**src/rtl/la_vectorlib_pkg.sv**
```systemverilog
// la_vectorlib_pkg: shared width helpers for the la_vector block family
package la_vectorlib_pkg;
  function automatic int ptr_w(input int m);
    return (m > 1) ? $clog2(m) : 1;
  endfunction
endpackage

```
**src/rtl/la_rrarb.sv**
```systemverilog
// la_rrarb: combinational rotate-priority one-hot arbiter, ptr is the highest-priority index
module la_rrarb
  import la_vectorlib_pkg::*;
#(
  parameter int M  = 4,
  parameter int PW = ptr_w(M)
) (
  input  logic [M-1:0]  req,
  input  logic [PW-1:0] ptr,
  output logic [M-1:0]  grant
);
  logic [M-1:0] w_rot;
  logic [M-1:0] w_pick;
  // rotate so ptr sits at bit 0, keep the lowest set bit, rotate back
  always_comb begin
    w_rot  = M'({req, req} >> ptr);
    w_pick = w_rot & (~w_rot + M'(1));
    grant  = M'(({w_pick, w_pick} << ptr) >> M);
  end
endmodule

```
**src/rtl/la_vmuxrr.sv**
```systemverilog
// la_vmuxrr: M-input round-robin arbitrated vector mux with registered output and optional packet lock
module la_vmuxrr
  import la_vectorlib_pkg::*;
#(
  parameter int N    = 1,
  parameter int M    = 4,
  parameter int LOCK = 0,
  parameter     PROP = "DEFAULT"
) (
  input  logic         clk,
  input  logic         reset,
  input  logic [M*N-1:0] in,
  input  logic [M-1:0] in_valid,
  input  logic [M-1:0] in_last,
  output logic [M-1:0] in_ready,
  output logic [N-1:0] out,
  output logic         out_valid,
  output logic         out_last,
  output logic [M-1:0] out_sel,
  input  logic         out_ready
);
  localparam int PW = ptr_w(M);
  logic [PW-1:0] r_ptr;
  logic          r_lock;
  logic [M-1:0]  r_lsel;
  logic [M-1:0]  w_arb;
  logic [M-1:0]  w_grant;
  logic [PW-1:0] w_nptr;
  logic [N-1:0]  w_data;
  logic          w_accept;
  logic          w_xfer;
  logic          w_last;
  la_rrarb #(.M(M), .PW(PW)) u_arb (
    .req   (in_valid),
    .ptr   (r_ptr),
    .grant (w_arb)
  );
  // grant (locked channel only while a packet is open), handshake and one-hot AND-OR select
  always_comb begin
    w_grant  = r_lock ? (r_lsel & in_valid) : w_arb;
    w_accept = ~reset & (~out_valid | out_ready);
    in_ready = w_grant & {M{w_accept}};
    w_xfer   = |in_ready;
    w_last   = |(w_grant & in_last);
    w_data   = '0;
    w_nptr   = '0;
    for (int i = 0; i < M; i++) begin
      w_data = w_data | (in[i*N +: N] & {N{w_grant[i]}});
      w_nptr = w_grant[i] ? PW'((i + 1) % M) : w_nptr;
    end
  end
  // output register, priority pointer and packet lock
  always_ff @(posedge clk) begin
    if (reset) begin
      out       <= '0;
      out_valid <= 1'b0;
      out_last  <= 1'b0;
      out_sel   <= '0;
      r_ptr     <= '0;
      r_lock    <= 1'b0;
      r_lsel    <= '0;
    end else if (w_xfer) begin
      out       <= w_data;
      out_last  <= w_last;
      out_sel   <= w_grant;
      out_valid <= 1'b1;
      r_ptr     <= w_nptr;
      r_lock    <= (LOCK != 0) & ~w_last;
      r_lsel    <= w_grant;
    end else if (out_ready) begin
      out_valid <= 1'b0;
    end
  end
endmodule

```
**config.mk**
```make
export PLATFORM = sky130hd
export DESIGN_NAME = la_vmuxrr
export DESIGN_NICKNAME = d
export VERILOG_FILES = /design/src/rtl/la_vectorlib_pkg.sv /design/src/rtl/la_rrarb.sv /design/src/rtl/la_vmuxrr.sv
export SDC_FILE = /design/constraint.sdc
export NUM_CORES = 1
export LEC_CHECK = 0
export ABC_AREA = 1
export CAP_MARGIN = 10
export CORE_MARGIN = 10
export CORE_UTILIZATION = 46
export CTS_CLUSTER_SIZE = 12
export DETAILED_ROUTE_END_ITERATION = 12
export PLACE_DENSITY = 0.8
export REMOVE_ABC_BUFFERS = 1
export SYNTH_ARGS = -nofsm -noshare
export SYNTH_HDL_FRONTEND = slang
export SYNTH_SLANG_ARGS = --single-unit
```
**constraint.sdc**
```tcl
create_clock -name clk -period 2.3 [get_ports clk]
set_input_delay 0.46 -clock clk [delete_from_list [all_inputs] [get_ports clk]]
set_output_delay 0.46 -clock clk [all_outputs]
set_load 0.02 [all_outputs]
```
==> results summary <==
In this run the clock root is driven by a sky130_fd_sc_hd__clkbuf_4. The number of cells produced by synthesis is 119. The synthesized area divided by synthesized cell count is 7.12 um2.

The clock net sink count is 9. Derived from the worst setup path, the maximum achievable clock frequency is 0.439 GHz. In the final timing run, aggregate negative setup slack is 0 ps.

The Yosys warning count is 0. The category of the critical setup timing path is reg2out. The count of vias placed by the detailed router came out at 950. The port buffer count came out at 25. The total number of placement rows is 15.

The depth of the CTS H-tree came out at 1. Clock tree synthesis inserted a total of 3 buffers. In this run the register-to-register setup slack is 230 ps. The final worst-path setup slack came out at 21.6 ps. By count the netlist is led by sky130_fd_sc_hd__nand2_1 (29), sky130_fd_sc_hd__nand3_1 (13), sky130_fd_sc_hd__nand3_2 (13). The flow ran to the end, and the final reports show no timing, DRC or antenna violations. The share of async-settable or async-resettable flops after synthesis is 0%.

The global-route wire length before repair is 4370 um. By area the synthesized netlist is led by sky130_fd_sc_hd__dfxtp_1 (21%), sky130_fd_sc_hd__nand3_2 (15%), sky130_fd_sc_hd__nand2_1 (13%). Yosys instantiated no cell more often than sky130_fd_sc_hd__nand2_1. The global-route total usage across every layer is 12.8%. The leakage power of the design came out at 0.672 nW.

The max-slew violation count came out at 0. Of all nets on the critical path, the largest fanout is 5. The pin count of the biggest net entering global routing came out at 11.

Hold timing on the final database bottoms out at a slack of 460 ps. The x dimension of the die is 62.9 um. The synthesized design contains 9 register bits.

Data on the critical path is required at its endpoint by 1840 ps. The post-placement worst setup slack is -575 ps. The netlist area before placement is 847 um2. Dividing the detail-routed wire length by the instance count gives 13.8 um. The worst path uses 99.1% of the clock period. The startpoint kind of the worst setup timing path is a flip-flop.

The initial antenna violation count came out at 0. The arrival time of the worst setup path came out at 1820 ps. The shortest period the worst path allows is 2280 ps. The clock insertion delay at the later pin of the skew report came out at 260 ps. The slew at the pin with the worst max-slew slack is 254 ps. The count of hold-fix buffers inserted at cts is 0. Max-cap violations in this run came to 0.

The floorplan step defined a die boundary enclosing 3960 um2. The overall power came out at 0.00183 W. At the end of routability-driven placement, the weighted congestion stood at 0.830. In this run, the number of DRC markers left after iteration 0 of detailed routing was 33.

Once the floorplan was initialized, standard cells occupied 48.5% of the core. The hold violation count in the final report is 0. TritonCTS built the clock tree. The area share of the leading cell type in the synthesized netlist is 21.3%. The final count of negative-setup-slack endpoints came out at 0. The number of distinct library cells after synthesis came out at 20.

The DRC violations left is 0. The worst-case vdd ir drop came out at 0.000927 V. The worst min-delay path class is reg2reg. The maximum clock skew at final layout is 1.96 ps. The number of enable-type register cells in the synthesized netlist came out at 0.

The final-stage net count is 185. The signal on the critical path passes through buf_4, nand2_2, nand3_2, nand2_4, buf_4, nand4_1, nand3_2, nand3_2, inv_2, buf_6. The part of the Yosys area used for sequential elements is 21.3%. The top-level I/O count is 26. The synthesized design spends more area on one cell type than any other, namely sky130_fd_sc_hd__dfxtp_1. The y dimension of the die is 62.9 um. The aggregate routed wire length is 2670 um. Detailed placement ended at an HPWL of 1920 um. Relative to the synthesized area, the layout overhead comes to 55.8%.

The overall overflow remaining after global route is 0. The number of global-route vias before repair came to 1005. After clock tree synthesis, the clock-pin slew on the worst setup and hold paths is 60 ps. The number of vias per cell is 4.90. The most used flip-flop cell after synthesis is sky130_fd_sc_hd__dfxtp_1. The detail route stage leaves a number of antenna-violating nets equal to 0. The total inserted antenna cells is 0. After floorplanning, the core was sized to cover 1750 um2. The fraction of final layout cells sized beyond drive strength 1 came out at 43.8%. By instance count, the cell type seen most on the critical path is sky130_fd_sc_hd__nand3_2. STA classifies the critical path endpoint as an output port. For this design the ratio of total power to cell area is 1380 nW/um2. The maximum single-stage delay on the critical path is 360 ps. Before antenna repair, the detailed router went through 5 iterations.

The headroom to the max-slew limit came out at 83.0%. On the critical path, the stage with the largest delay is an instance of sky130_fd_sc_hd__dfxtp_4. Counting along the longest clock path gives a buffer depth of 2.
==> critical path, delay by kind of cell, from the launching register on <==
kind                   cells  cell delay [ps]
DFF                        1              360
buffers and inverters      4              460
and+or+nand+nor            6              720
==> power breakdown <==
group | switching, W | internal [W] | total [W]
sequential | 0.0000518 | 0.000221 | 0.000273
clock | 0.0000597 | 0.0000671 | 0.000127
combinational | 0.000782 | 0.000646 | 0.00143
==> layout by cell type (no fill, tap or decap) <==
cell / Yosys / routed
sky130_fd_sc_hd__nand2_1: 29 / 26
sky130_fd_sc_hd__buf_4: 0 / 24
sky130_fd_sc_hd__clkdlybuf4s50_1: 0 / 17
sky130_fd_sc_hd__nand3_2: 13 / 16
sky130_fd_sc_hd__nand2_2: 8 / 11
sky130_fd_sc_hd__inv_1: 12 / 11
sky130_fd_sc_hd__nand3_1: 13 / 10
sky130_fd_sc_hd__nor2_1: 9 / 9
sky130_fd_sc_hd__dfxtp_1: 9 / 7
sky130_fd_sc_hd__a21oi_1: 5 / 5
sky130_fd_sc_hd__nand2_4: 4 / 4
sky130_fd_sc_hd__inv_2: 3 / 4
sky130_fd_sc_hd__dlygate4sd2_1: 0 / 4
sky130_fd_sc_hd__nand4_1: 3 / 3
sky130_fd_sc_hd__clkbuf_4: 0 / 3
sky130_fd_sc_hd__inv_4: 2 / 2
sky130_fd_sc_hd__nor2_4: 2 / 2
sky130_fd_sc_hd__buf_6: 1 / 2
sky130_fd_sc_hd__nand3_4: 1 / 1
sky130_fd_sc_hd__nand3b_4: 1 / 1
sky130_fd_sc_hd__nand3b_1: 1 / 1
sky130_fd_sc_hd__a22o_1: 1 / 1
sky130_fd_sc_hd__clkbuf_1: 0 / 1
sky130_fd_sc_hd__buf_2: 0 / 1
sky130_fd_sc_hd__dfxtp_4: 0 / 1
sky130_fd_sc_hd__dfxtp_2: 0 / 1
sky130_fd_sc_hd__buf_12: 1 / 1
==> final cells by class <==
class / count / area [um2]
Multi-Input combinational cell: 90 / 576
Fill cell: 133 / 425
Timing Repair Buffer: 49 / 433
Tap cell: 25 / 31.3
Inverter: 17 / 68.8
Clock buffer: 4 / 26.3
Sequential cell: 9 / 185
==> worst paths after layout <==
| path | start | to | cells after the start |
|---|---|---|---|
| hold / removal | r_lsel[2] | r_lsel[2] | 2 |
| setup / recovery | r_ptr[0] | in_ready[0] | 10 |
| hold reg to reg | r_lsel[2] | r_lsel[2] | 2 |
| setup reg to reg | r_ptr[0] | r_ptr[0] | 13 |
==> cells by family after synthesis <==
kind of cell,share of synthesized area [%]
AO/OA/AOI/OAI,3.99
buffers and inverters,13.4
flip-flops,21.3
AND/OR/NAND/NOR,61.3
==> what timing repair did <==
action | 4_1_cts | 5_1_grt
buffers inserted | 2 | 2
gates resized for setup | 28 | 7
endpoints found under the setup margin | 4 | 4
hold endpoints to repair | 0 | 0
pin swaps | 3 | 3
==> per-layer routing <==
metal / vias to the layer above / part of all wire [%] / global-route usage (%)
met4: 0 / 2.3 / 5.31
met5: - / 0 / 0
met2: 27 / 49 / 21.4
met3: 9 / 5.0 / 2.87
li1: 484 / - / -
met1: 430 / 44 / 15.2
==> registers in the layout (all words and copies together), names as in the netlist <==
| name | cells |
|---|---|
| r_lsel | 4 |
| out_last | 1 |
| r_ptr | 2 |
| out_valid | 1 |
| out | 1 |
==> stage by stage <==
step | instances | instance area, um2 | utilization, %
2_1_floorplan | 116 | 802 | -
3_3_place_gp | 186 | 1230 | 70.7
3_5_place_dp | 186 | 1230 | 70.7
4_1_cts | 192 | 1280 | 73.2
5_1_grt | 194 | 1320 | 75.6
6_report | 194 | 1320 | 75.6
(Power assumes the default switching activity.)
==> RTL change (same flow settings) <==
`M` is set to 4 in 2 places; all go to 5.
--- a/src/rtl/la_rrarb.sv
+++ b/src/rtl/la_rrarb.sv
@@ -2,7 +2,7 @@
 module la_rrarb
   import la_vectorlib_pkg::*;
 #(
-  parameter int M  = 4,
+  parameter int M  = 5,
   parameter int PW = ptr_w(M)
 ) (
   input  logic [M-1:0]  req,
--- a/src/rtl/la_vmuxrr.sv
+++ b/src/rtl/la_vmuxrr.sv
@@ -3,7 +3,7 @@
   import la_vectorlib_pkg::*;
 #(
   parameter int N    = 1,
-  parameter int M    = 4,
+  parameter int M    = 5,
   parameter int LOCK = 0,
   parameter     PROP = "DEFAULT"
 ) (
Ports: changed (5 resized); port bits go from 26 to 31. No check against the original RTL was run, so the function may have changed too.
==> RTL change against the unedited design <==
The flow now finishes with violations (DRC, setup timing). Final area rose by 56%. Global-route usage increased by 6.2 points. Wire length up 120%. Setup slack lost 0.35 ns. Register-to-register slack lost 0.40 ns. Area after synthesis is 28% higher. Critical path depth increased by 3. Sequential cell count up 2.
Power is not shown: default switching activity piles up to over one toggle a cycle in this logic, so the estimate is an artifact.
==> RTL change: results (changes against the unedited design) <==
| Metric | Value |
|---|---|
| GRT Util Overall | 0.191 (was 0.128) |
| Clock transition at path regs | 0.09 ns (was 0.06 ns) |
| DRC Markers | 1 (was 0) |
| CTS Root Cell | clkbuf_4 (unchanged) |
| Compound-cell area share of the yosys netlist | 0.0702 (was 0.0399) |
| Mapped Avg Cell Area | 6.01 um2 (was 7.12 um2) |
| Nets@finish | 269 (was 185) |
| Top_reg_cell synth | dfxtp_1 (unchanged) |
| Post-CTS Repair Setup Buffers | 10 (was 2) |
| Failing checks | DRC, setup timing |
| Top Registers | r_lsel (5), r_ptr (3) (was r_lsel (4), r_ptr (2)) |
| Area contributors post-synth | nand2_1, dfxtp_1, nand3_1, nand3_2, nand2_2 (was dfxtp_1, nand3_2, nand2_1, nand3_1, nand2_2) |
| Post-synth cell types | 20 (unchanged) |
| Final setup margin | -0.326 ns (was 0.0216 ns) |
| First-pass GRT wire length | 7200 um (was 4370 um) |
| PortBufs | 30 (was 25) |
| Share of layout cells above drive strength 1 | 0.548 (was 0.438) |
| Critical Path Fanout Max | 6 (was 5) |
| Clk buf depth | 2 (unchanged) |
| Setup violators final | 14 (was 0) |
| Total number of vias | 1752 (was 950) |
| Commonest cells post-synth | nand2_1, nand3_1, nand3_2 (unchanged) |
| Antenna Nets Post-Route | 0 (unchanged) |
| Gpl congestion | 0.888 (was 0.830) |
| Critical path arrival | 2.17 ns (was 1.82 ns) |
| Skew-Pair Late Insertion Delay | 0.28 ns (was 0.26 ns) |
| Number of vias per cell | 6.30 (was 4.90) |
| Cts repair resizes | 85 (was 28) |
| Layout Skew | 0.00149 ns (was 0.00196 ns) |
| Routed wire length | 5760 um (was 2670 um) |
| Synth Area in Adders | 0 (unchanged) |
| First-pass DRT Iterations | 9 (was 5) |
| DP HPWL | 2980 um (was 1920 um) |
| Worst-Margin Slew | 0.419 ns (was 0.254 ns) |
| Pins Over Slew Limit | 0 (unchanged) |
| HP Class | reg2reg (unchanged) |
| Sequential share of the synthesized area | 0.203 (was 0.213) |
| Critical path's largest stage delay | 0.38 ns (was 0.36 ns) |
| Vias in the first global route | 1586 (was 1005) |
| Initial DRC Count | 242 (was 33) |
| Antenna violations before repair | 0 (unchanged) |
| Outcome | complete, but fails checks (was finished, final reports clean) |
RTL change: changes by cell type after synthesis, moves of 2 or more:
cell,before,now
nand2_1,29,61
nand3_1,13,38
o21ai_1,0,4
buf_2,0,3
nand2_4,4,1
dfxtp_1,9,11
inv_4,2,0
o21ai_0,0,2
RTL change: layer usage:
metal  vias up  GRT usage  wire [um]  share of wire
met1       828      0.216       2020           0.35
met5         -          0          0              0
met2       140      0.341       2900           0.50
met3        39     0.0338        509          0.088
li1        745          -          -              -
met4         0     0.0779        327          0.057
RTL change: cell type report:
| class | instances | area, um2 |
|---|---|---|
| Clock buffer | 4 | 26.3 |
| Fill cell | 86 | 169 |
| Inverter | 15 | 61.3 |
| Multi-Input combinational cell | 150 | 1100 |
| Sequential cell | 11 | 228 |
| Tap cell | 28 | 35.0 |
| Timing Repair Buffer | 70 | 617 |
RTL change: final timing paths:
check             startpoint  slack, ns     endpoint  cells past startpoint
setup / recovery    r_ptr[0]      -0.33  in_ready[4]                     13
hold / removal     r_lsel[4]       0.50    r_lsel[4]                      2
setup reg to reg    r_ptr[0]      -0.17          out                     20
hold reg to reg    r_lsel[4]       0.50    r_lsel[4]                      2
RTL change: critical path, delay by kind of cell, from the launching register on:
kind | cells | cell delay, ns
simple gates | 10 | 1.15
buf+inv | 3 | 0.33
flops | 1 | 0.38
RTL change: metrics by stage:
stage	setup slack [ns]	instance area [um2]	setup TNS, ns
after floorplan	-0.0646	1050	-0.209
after global placement	-0.835	1620	-6.76
after detailed placement	-0.907	1620	-8.07
after CTS	-0.187	1870	-0.810
after global routing	-0.424	2060	-3.97
final	-0.326	2060	-2.52
